<file path="src/rtl/scpu_mem_pkg.sv">
// ============================================================================
// scpu_mem_pkg : shared state encoding and defaults for the loadable
//                sCPU instruction memory.             Revision: 1.0
// ============================================================================
`default_nettype none

package scpu_mem_pkg;

  localparam int DEFAULT_DATA_WIDTH = 8;
  localparam int DEFAULT_ADDR_WIDTH = 4;

  typedef enum logic [1:0] {
    ST_CLEAR = 2'd0,
    ST_READY = 2'd1,
    ST_LOAD  = 2'd2
  } mem_state_e;

  // Wide enough for any practical instruction width; users slice what they need.
  localparam logic [63:0] NOP_WORD = 64'd0;

endpackage : scpu_mem_pkg

`default_nettype wire

</file>
<file path="src/rtl/instr_ram_array.sv">
// ============================================================================
// instr_ram_array : single-write, registered-read storage array (no reset).
//                                                      Revision: 1.0
// ============================================================================
`default_nettype none

module instr_ram_array #(
  parameter int DATA_WIDTH = 8,
  parameter int ADDR_WIDTH = 4
) (
  input  logic                  clk,
  input  logic                  we,
  input  logic [ADDR_WIDTH-1:0] waddr,
  input  logic [DATA_WIDTH-1:0] wdata,
  input  logic                  re,
  input  logic [ADDR_WIDTH-1:0] raddr,
  output logic [DATA_WIDTH-1:0] rdata
);

  localparam int DEPTH = 2 ** ADDR_WIDTH;

  logic [DATA_WIDTH-1:0] mem [DEPTH];
  logic [DATA_WIDTH-1:0] rdata_q;

  always_ff @(posedge clk) begin
    if (we) begin
      mem[waddr] <= wdata;
    end
    if (re) begin
      rdata_q <= mem[raddr];
    end
  end

  assign rdata = rdata_q;

endmodule : instr_ram_array

`default_nettype wire

</file>
<file path="src/rtl/loadable_instruction_memory.sv">
// ============================================================================
// loadable_instruction_memory : self-clearing, stream-loadable instruction
//                               store with registered fetch.  Revision: 1.0
// ============================================================================
`default_nettype none

module loadable_instruction_memory
  import scpu_mem_pkg::*;
#(
  parameter int DATA_WIDTH = DEFAULT_DATA_WIDTH,
  parameter int ADDR_WIDTH = DEFAULT_ADDR_WIDTH
) (
  input  logic                  clk,
  input  logic                  rst,
  input  logic                  load_start,
  input  logic                  load_valid,
  input  logic [DATA_WIDTH-1:0] load_data,
  input  logic                  load_last,
  output logic                  load_ready,
  output logic                  load_done,
  output logic                  load_error,
  output logic [ADDR_WIDTH:0]   load_words,
  input  logic                  fetch_en,
  input  logic [ADDR_WIDTH-1:0] fetch_addr,
  output logic [DATA_WIDTH-1:0] instruction,
  output logic                  instr_valid,
  output logic                  mem_ready
);

  localparam int                    DEPTH     = 2 ** ADDR_WIDTH;
  localparam logic [ADDR_WIDTH-1:0] LAST_ADDR = ADDR_WIDTH'(DEPTH - 1);
  localparam logic [ADDR_WIDTH-1:0] PTR_ONE   = ADDR_WIDTH'(1);
  localparam logic [ADDR_WIDTH:0]   CNT_ONE   = (ADDR_WIDTH + 1)'(1);
  localparam logic [DATA_WIDTH-1:0] NOP       = NOP_WORD[DATA_WIDTH-1:0];

  mem_state_e            state_q,      state_d;
  logic [ADDR_WIDTH-1:0] clr_ptr_q,    clr_ptr_d;
  logic [ADDR_WIDTH-1:0] wptr_q,       wptr_d;
  logic [ADDR_WIDTH:0]   load_words_q, load_words_d;
  logic                  load_done_q,  load_done_d;
  logic                  load_error_q, load_error_d;
  logic                  instr_valid_q, instr_valid_d;
  // The array has no reset, so the output reads NOP until the first real fetch.
  logic                  instr_zero_q, instr_zero_d;

  logic                  ram_we;
  logic [ADDR_WIDTH-1:0] ram_waddr;
  logic [DATA_WIDTH-1:0] ram_wdata;
  logic                  ram_re;
  logic [DATA_WIDTH-1:0] ram_rdata;

  always_comb begin
    state_d       = state_q;
    clr_ptr_d     = clr_ptr_q;
    wptr_d        = wptr_q;
    load_words_d  = load_words_q;
    load_done_d   = 1'b0;
    load_error_d  = load_error_q;
    instr_valid_d = 1'b0;
    instr_zero_d  = instr_zero_q;
    ram_we        = 1'b0;
    ram_waddr     = wptr_q;
    ram_wdata     = load_data;
    ram_re        = 1'b0;

    case (state_q)
      ST_CLEAR: begin
        ram_we    = 1'b1;
        ram_waddr = clr_ptr_q;
        ram_wdata = NOP;
        clr_ptr_d = clr_ptr_q + PTR_ONE;
        if (clr_ptr_q == LAST_ADDR) begin
          state_d = ST_READY;
        end
      end

      ST_READY: begin
        // A fetch coinciding with load_start still reads the pre-load contents.
        if (fetch_en) begin
          ram_re        = 1'b1;
          instr_valid_d = 1'b1;
          instr_zero_d  = 1'b0;
        end
        if (load_start) begin
          state_d      = ST_LOAD;
          wptr_d       = '0;
          load_words_d = '0;
          load_error_d = 1'b0;
        end
      end

      ST_LOAD: begin
        if (load_valid) begin
          ram_we       = 1'b1;
          wptr_d       = wptr_q + PTR_ONE;
          load_words_d = load_words_q + CNT_ONE;
          if (load_last) begin
            state_d     = ST_READY;
            load_done_d = 1'b1;
          end else if (wptr_q == LAST_ADDR) begin
            state_d      = ST_READY;
            load_error_d = 1'b1;
          end
        end
      end

      default: begin
        state_d = ST_CLEAR;
      end
    endcase
  end

  always_ff @(posedge clk) begin
    if (rst) begin
      state_q       <= ST_CLEAR;
      clr_ptr_q     <= '0;
      wptr_q        <= '0;
      load_words_q  <= '0;
      load_done_q   <= 1'b0;
      load_error_q  <= 1'b0;
      instr_valid_q <= 1'b0;
      instr_zero_q  <= 1'b1;
    end else begin
      state_q       <= state_d;
      clr_ptr_q     <= clr_ptr_d;
      wptr_q        <= wptr_d;
      load_words_q  <= load_words_d;
      load_done_q   <= load_done_d;
      load_error_q  <= load_error_d;
      instr_valid_q <= instr_valid_d;
      instr_zero_q  <= instr_zero_d;
    end
  end

  instr_ram_array #(
    .DATA_WIDTH (DATA_WIDTH),
    .ADDR_WIDTH (ADDR_WIDTH)
  ) u_array (
    .clk   (clk),
    .we    (ram_we),
    .waddr (ram_waddr),
    .wdata (ram_wdata),
    .re    (ram_re),
    .raddr (fetch_addr),
    .rdata (ram_rdata)
  );

  assign load_ready  = (state_q == ST_LOAD);
  assign mem_ready   = (state_q == ST_READY);
  assign load_done   = load_done_q;
  assign load_error  = load_error_q;
  assign load_words  = load_words_q;
  assign instr_valid = instr_valid_q;
  assign instruction = instr_zero_q ? NOP : ram_rdata;

endmodule : loadable_instruction_memory

`default_nettype wire

</file>
<file path="config.mk">
export PLATFORM = sky130hd
export DESIGN_NAME = loadable_instruction_memory
export DESIGN_NICKNAME = d
export VERILOG_FILES = /design/src/rtl/scpu_mem_pkg.sv /design/src/rtl/instr_ram_array.sv /design/src/rtl/loadable_instruction_memory.sv
export SDC_FILE = /design/constraint.sdc
export NUM_CORES = 1
export LEC_CHECK = 0
export CAP_MARGIN = 20
export CORE_ASPECT_RATIO = 1.1
export CORE_MARGIN = 8
export CORE_UTILIZATION = 58
export CTS_CLUSTER_DIAMETER = 120
export DETAILED_ROUTE_END_ITERATION = 10
export GPL_TIMING_DRIVEN = 0
export PLACE_DENSITY = 0.8
export SLEW_MARGIN = 20
export SYNTH_ARGS = -nofsm -noshare
export SYNTH_HDL_FRONTEND = slang
export SYNTH_SLANG_ARGS = --single-unit
</file>
<file path="constraint.sdc">
create_clock -name clk -period 3.5 [get_ports clk]
set_input_delay 0.7 -clock clk [delete_from_list [all_inputs] [get_ports clk]]
set_output_delay 0.7 -clock clk [all_outputs]
set_load 0.005 [all_outputs]
</file>
Yosys cells after proc, flatten, opt, wreduce, memory -nomap -nowiden
Memory sizes are Yosys's and may differ from the RTL's. A register that Yosys moved wholly into a read port is not among the register bits.
Index checks and enable logic that the tools add are counted.

cells by class
  equality and inequality tests = 10
  reduce and logical (&&, ||, !) cells = 7
  bitwise logic cells = 2
  add/subtract/negate cells = 3
  mux-type cells = 27

operators with widths
  kind                   number
  $mux W8                2
  $mux W4                3
  $mux W1                10
  $mux W2                5
  $mux W5                2
  $pmux W5 S2            1
  $add A4 B1 Y4 const B  2
  $eq A4 B4 Y1 const B   2
  $ne A2 B2 Y1 const B   4
  $pmux W4 S2            1
  $pmux W2 S3            1
  $add A5 B1 Y5 const B  1
  $reduce_and A5 Y1      1
  $pmux W1 S2            2
  $reduce_and A4 Y1      1
  $ne A3 B2 Y1 const B   1
  $reduce_and A3 Y1      1
  $reduce_or A3 Y1       1
  $eq A2 B1 Y1 const B   1
  $eq A2 B2 Y1 const B   1
  $logic_not A2 Y1       1
  $ne A2 B1 Y1 const B   1
  $not A1 Y1             2
  $reduce_and A2 Y1      1
  $reduce_bool A2 Y1     1

word-level totals
  logic and storage cells = 58
  bits in registers = 19
  input port bits = 18
  RAM bits = 128
  memories = 1
  output and inout port bits = 18

memory list
  name         depth  width  read ports  clocked after memory_dff  write ports  line                   RTL
  u_array.mem  16     8      1           1                         1            instr_ram_array.sv:22  logic [DATA_WIDTH-1:0] mem [DEPTH];

Logic depth before layout (Yosys ltp)
  depth after elaboration = 5
  depth in mapped cells = 6
  mapped depth without buffers = 5

By module
Synthesis repeated with hierarchy kept, for this count alone.

second synthesis, totals
  cell total of the unflattened synthesis = 348
  area, all modules = 6,293.5 um^2

modules (own cells, without submodules)
  module                       instances  area an instance (um^2)  sequential area each (um^2)  cells each
  instr_ram_array              1          5,227.5                  4,083.9                      229
  loadable_instruction_memory  1          1,066.0                  380.4                        119

Worst setup path before layout
OpenSTA, ideal clock, no wires.

  kind = input to register
  start point = input port fetch_addr[0]
  end point = register u_array.rdata_q[1] (netlist: u_array.rdata[1]), read port of u_array.mem, data pin
  data arrival time = 1,720 ps
  buffers on the path = 2
  setup slack = 1,521 ps
  cell stages on the path = 5
  library setup time = 259 ps
  data required time = 3,241 ps
  cell sequence = buf_6 -> buf_6 -> mux4_1 -> a22oi_1 -> nand2_1

RTL lines
  what                line                               RTL
  start: declaration  loadable_instruction_memory.sv:24  input logic [ADDR_WIDTH-1:0] fetch_addr,
  end: declaration    instr_ram_array.sv:23              logic [DATA_WIDTH-1:0] rdata_q;

==> results.json <==
{
  "status": "complete, no violations",
  "globalplace.congestion": 0.823,
  "postCtsSetupRepairBufs": 0,
  "finalNetCount": 432,
  "ctsResizeCount": 0,
  "dp_slack_ns": 0.546,
  "fillers": 676,
  "min_period_over_period_pct": 70.4,
  "fin_crit_ns": 2.47,
  "hp-class": "reg -> reg",
  "cts_root_buf": "clkbuf_16",
  "clockBufferDepth": 2,
  "finalInstanceArea_um2": 7360,
  "ys_async_sr_fraction_pct": 0,
  "core_area_um2": 10400,
  "setup_violations": 0,
  "ir_drop_mv": 0.458,
  "synth_fp_nets": 379,
  "layout-drive-gt1-share_pct": 17.9,
  "cts_num_sinks": 155,
  "worstPathRequired_ns": 3.65,
  "wire_per_inst_um": 22.1,
  "die_x_um": 115,
  "first_iter_violations": 264,
  "power_density_nw_per_um2": 551,
  "clk_latency_ns": 0.42,
  "placed_cell_area_um2": 6740,
  "start_util_pct": 59.6,
  "cap_viol_max_count": 0,
  "synthTopCellsByArea": "edfxtp_1 (66%), mux4_2 (8.3%), dfxtp_1 (6.1%), mux4_1 (3.8%), nor2_1 (2.0%)",
  "setup_ws_ns": 1.03,
  "cp-start-kind": "input pin",
  "htree_levels": 4,
  "fp.dieH_um": 125,
  "synth_ff_type": "edfxtp_1",
  "tns_ns": 0,
  "clk_pin_slew_ns": 0.06,
  "dp_hpwl_mm": 8.00,
  "ant_nets": 0,
  "ios": 36,
  "cts-hold-fix-buffers": 0,
  "cp.arrival_ns": 2.62,
  "crit_type": "in -> reg",
  "track_usage_pct": 18.5,
  "synthesis.area_um2": 6220,
  "area_growth_pct": 18.3,
  "drc": 0,
  "synth_edf_count": 136,
  "ys_ff_latch": 155,
  "synth_top_area_share_pct": 65.6,
  "drv_slew": 0,
  "synth_cells": 358,
  "dr.pass1.iters": 5,
  "port_buffers": 34,
  "grt_max_degree": 17,
  "grt_pass1_vias": 3372,
  "yosys_warnings": 0,
  "maxSlewHeadroom_pct": 22.0,
  "yosysSeqAreaShare_pct": 71.7,
  "hold_viol": 0,
  "synth.avg_cell_area_um2": 17.4,
  "critPathMaxFanout": 10,
  "rsz0062_at_grt": "false",
  "p_leak_nw": 2.47,
  "fmax_mhz": 406,
  "worst_slew_pin_slew_ns": 1.17,
  "via_count": 3402,
  "grt_first_pass_wirelength_mm": 19.1,
  "finClkSkew_ns": 0.00743,
  "rows": 39,
  "overflow": 0,
  "wirelength_mm": 12.5,
  "antenna_found_initial": 0,
  "vias_per_cell": 6.00,
  "synth.distinct_cells": 39,
  "cts_tree": "done",
  "yosys.area.top_type": "edfxtp_1",
  "die-area_um2": 14300,
  "num_antenna_cells": 0,
  "crit_path_end_kind": "flop",
  "numCtsBuffers": 17
}
[kinds of logic after synthesis]
logic type	Yosys count	share of synthesized area, %
DFF	155	71.7
and+or+nand+nor	94	7.42
AOI/OAI and AO/OA	40	4.28
muxes	34	12.5
buffers and inverters	23	2.23
xor gates and xnor gates	9	1.27
adders and majority gates	3	0.603
[registers in the layout (all words and copies together) (netlist names)]
name and flops:
load_error 1, load_words 5, u_array.rdata 8, load_done 1
u_array.mem 128, wptr_q 4, state_q 2, instr_valid 1
instr_zero_q 1, clr_ptr_q 4
[report_power, final]
| group | total [mW] | internal, mW | switching (mW) |
|---|---|---|---|
| clock | 1.84 | 1.12 | 0.714 |
| combinational | 0.179 | 0.0843 | 0.0950 |
| sequential | 2.04 | 2.03 | 0.0133 |
[cells in the mapped netlist, types with 2 or more instances]
cell type / instances
a22oi_1: 16
o21ai_0: 4
nand2b_1: 3
or3_1: 2
a31oi_1: 4
mux4_2: 23
nor2b_1: 17
nand3b_1: 3
xnor2_1: 4
buf_6: 3
xor2_1: 5
inv_1: 6
nor2_1: 33
edfxtp_1: 136
a21oi_1: 10
clkbuf_1: 3
dfxtp_1: 19
nand2_1: 20
and3b_1: 2
buf_2: 6
mux4_1: 9
clkdlybuf4s25_2: 3
nor3b_1: 3
ha_1: 3
nand3_1: 5
o2111ai_1: 3
[routing by layer]
metal | track usage [%] | vias to the layer above | wire (um) | part of all wire [%]
met5 | 0 | - | 0 | 0
met4 | 5.80 | 0 | 224 | 1.8
met3 | 6.79 | 15 | 1110 | 8.9
met2 | 28.9 | 177 | 6120 | 49
met1 | 23.5 | 1695 | 5080 | 41
li1 | - | 1515 | - | -
[through the flow]
step	hold WS (ns)	utilization (%)	total power [mW]	instances
after floorplan	0.460	-	2.19	358
after global placement	0.463	64.6	2.25	535
after detailed placement	0.477	64.6	2.26	535
after CTS	0.491	70.3	4.07	567
after global routing	0.532	70.5	4.17	567
final	0.483	70.5	4.06	567
[area by class of cell]
cell class	count	area [um2]	area share, %
tap	143	179	2.43
sequential	155	4460	60.6
buffer	17	116	1.58
timing repair buffer	34	340	4.62
clock inverter	14	171	2.33
clock buffer	18	429	5.83
inverter	6	22.5	0.306
multi-input combinational	180	1640	22.3
[path summary, 6_finish.rpt]
| kind | startpoint | to | slack, ns | cells after the start |
|---|---|---|---|---|
| max | fetch_addr[1] | u_array.rdata[2] | 1.03 | 5 |
| min reg2reg | load_error | load_error | 0.48 | 2 |
| max reg2reg | state_q[0] | u_array.mem[6][1] | 1.05 | 6 |
| min | load_error | load_error | 0.48 | 2 |
[worst max-delay path, cell delays in order]
cell and delay (ns):
clkdlybuf4s50_1 0.58, buf_1 0.55, mux4_2 0.40, a22oi_1 0.26
nand2_1 0.12
[layout by cell type (no fill, tap or decap), types with 2 or more instances in the layout]
| master | n |
|---|---|
| a22oi_1 | 16 |
| buf_2 | 6 |
| clkinv_2 | 2 |
| inv_6 | 2 |
| o2111ai_1 | 3 |
| clkdlybuf4s50_1 | 34 |
| nand3b_1 | 3 |
| nand2_1 | 20 |
| clkbuf_1 | 4 |
| or3_1 | 2 |
| inv_1 | 6 |
| ha_1 | 3 |
| buf_6 | 3 |
| nor3b_1 | 3 |
| xor2_1 | 5 |
| nor2b_2 | 7 |
| clkinvlp_4 | 6 |
| xnor2_1 | 4 |
| nand3_1 | 5 |
| clkdlybuf4s25_2 | 3 |
| mux4_2 | 23 |
| nor2_1 | 33 |
| nand2b_1 | 3 |
| a21oi_1 | 10 |
| edfxtp_1 | 136 |
| clkbuf_16 | 17 |
| a31oi_1 | 4 |
| mux4_1 | 9 |
| o21ai_0 | 4 |
| dfxtp_1 | 19 |
| nor2b_1 | 10 |
| bufinv_16 | 3 |
| and3b_1 | 2 |
Note: power is estimated with default switching activity, not from simulation.
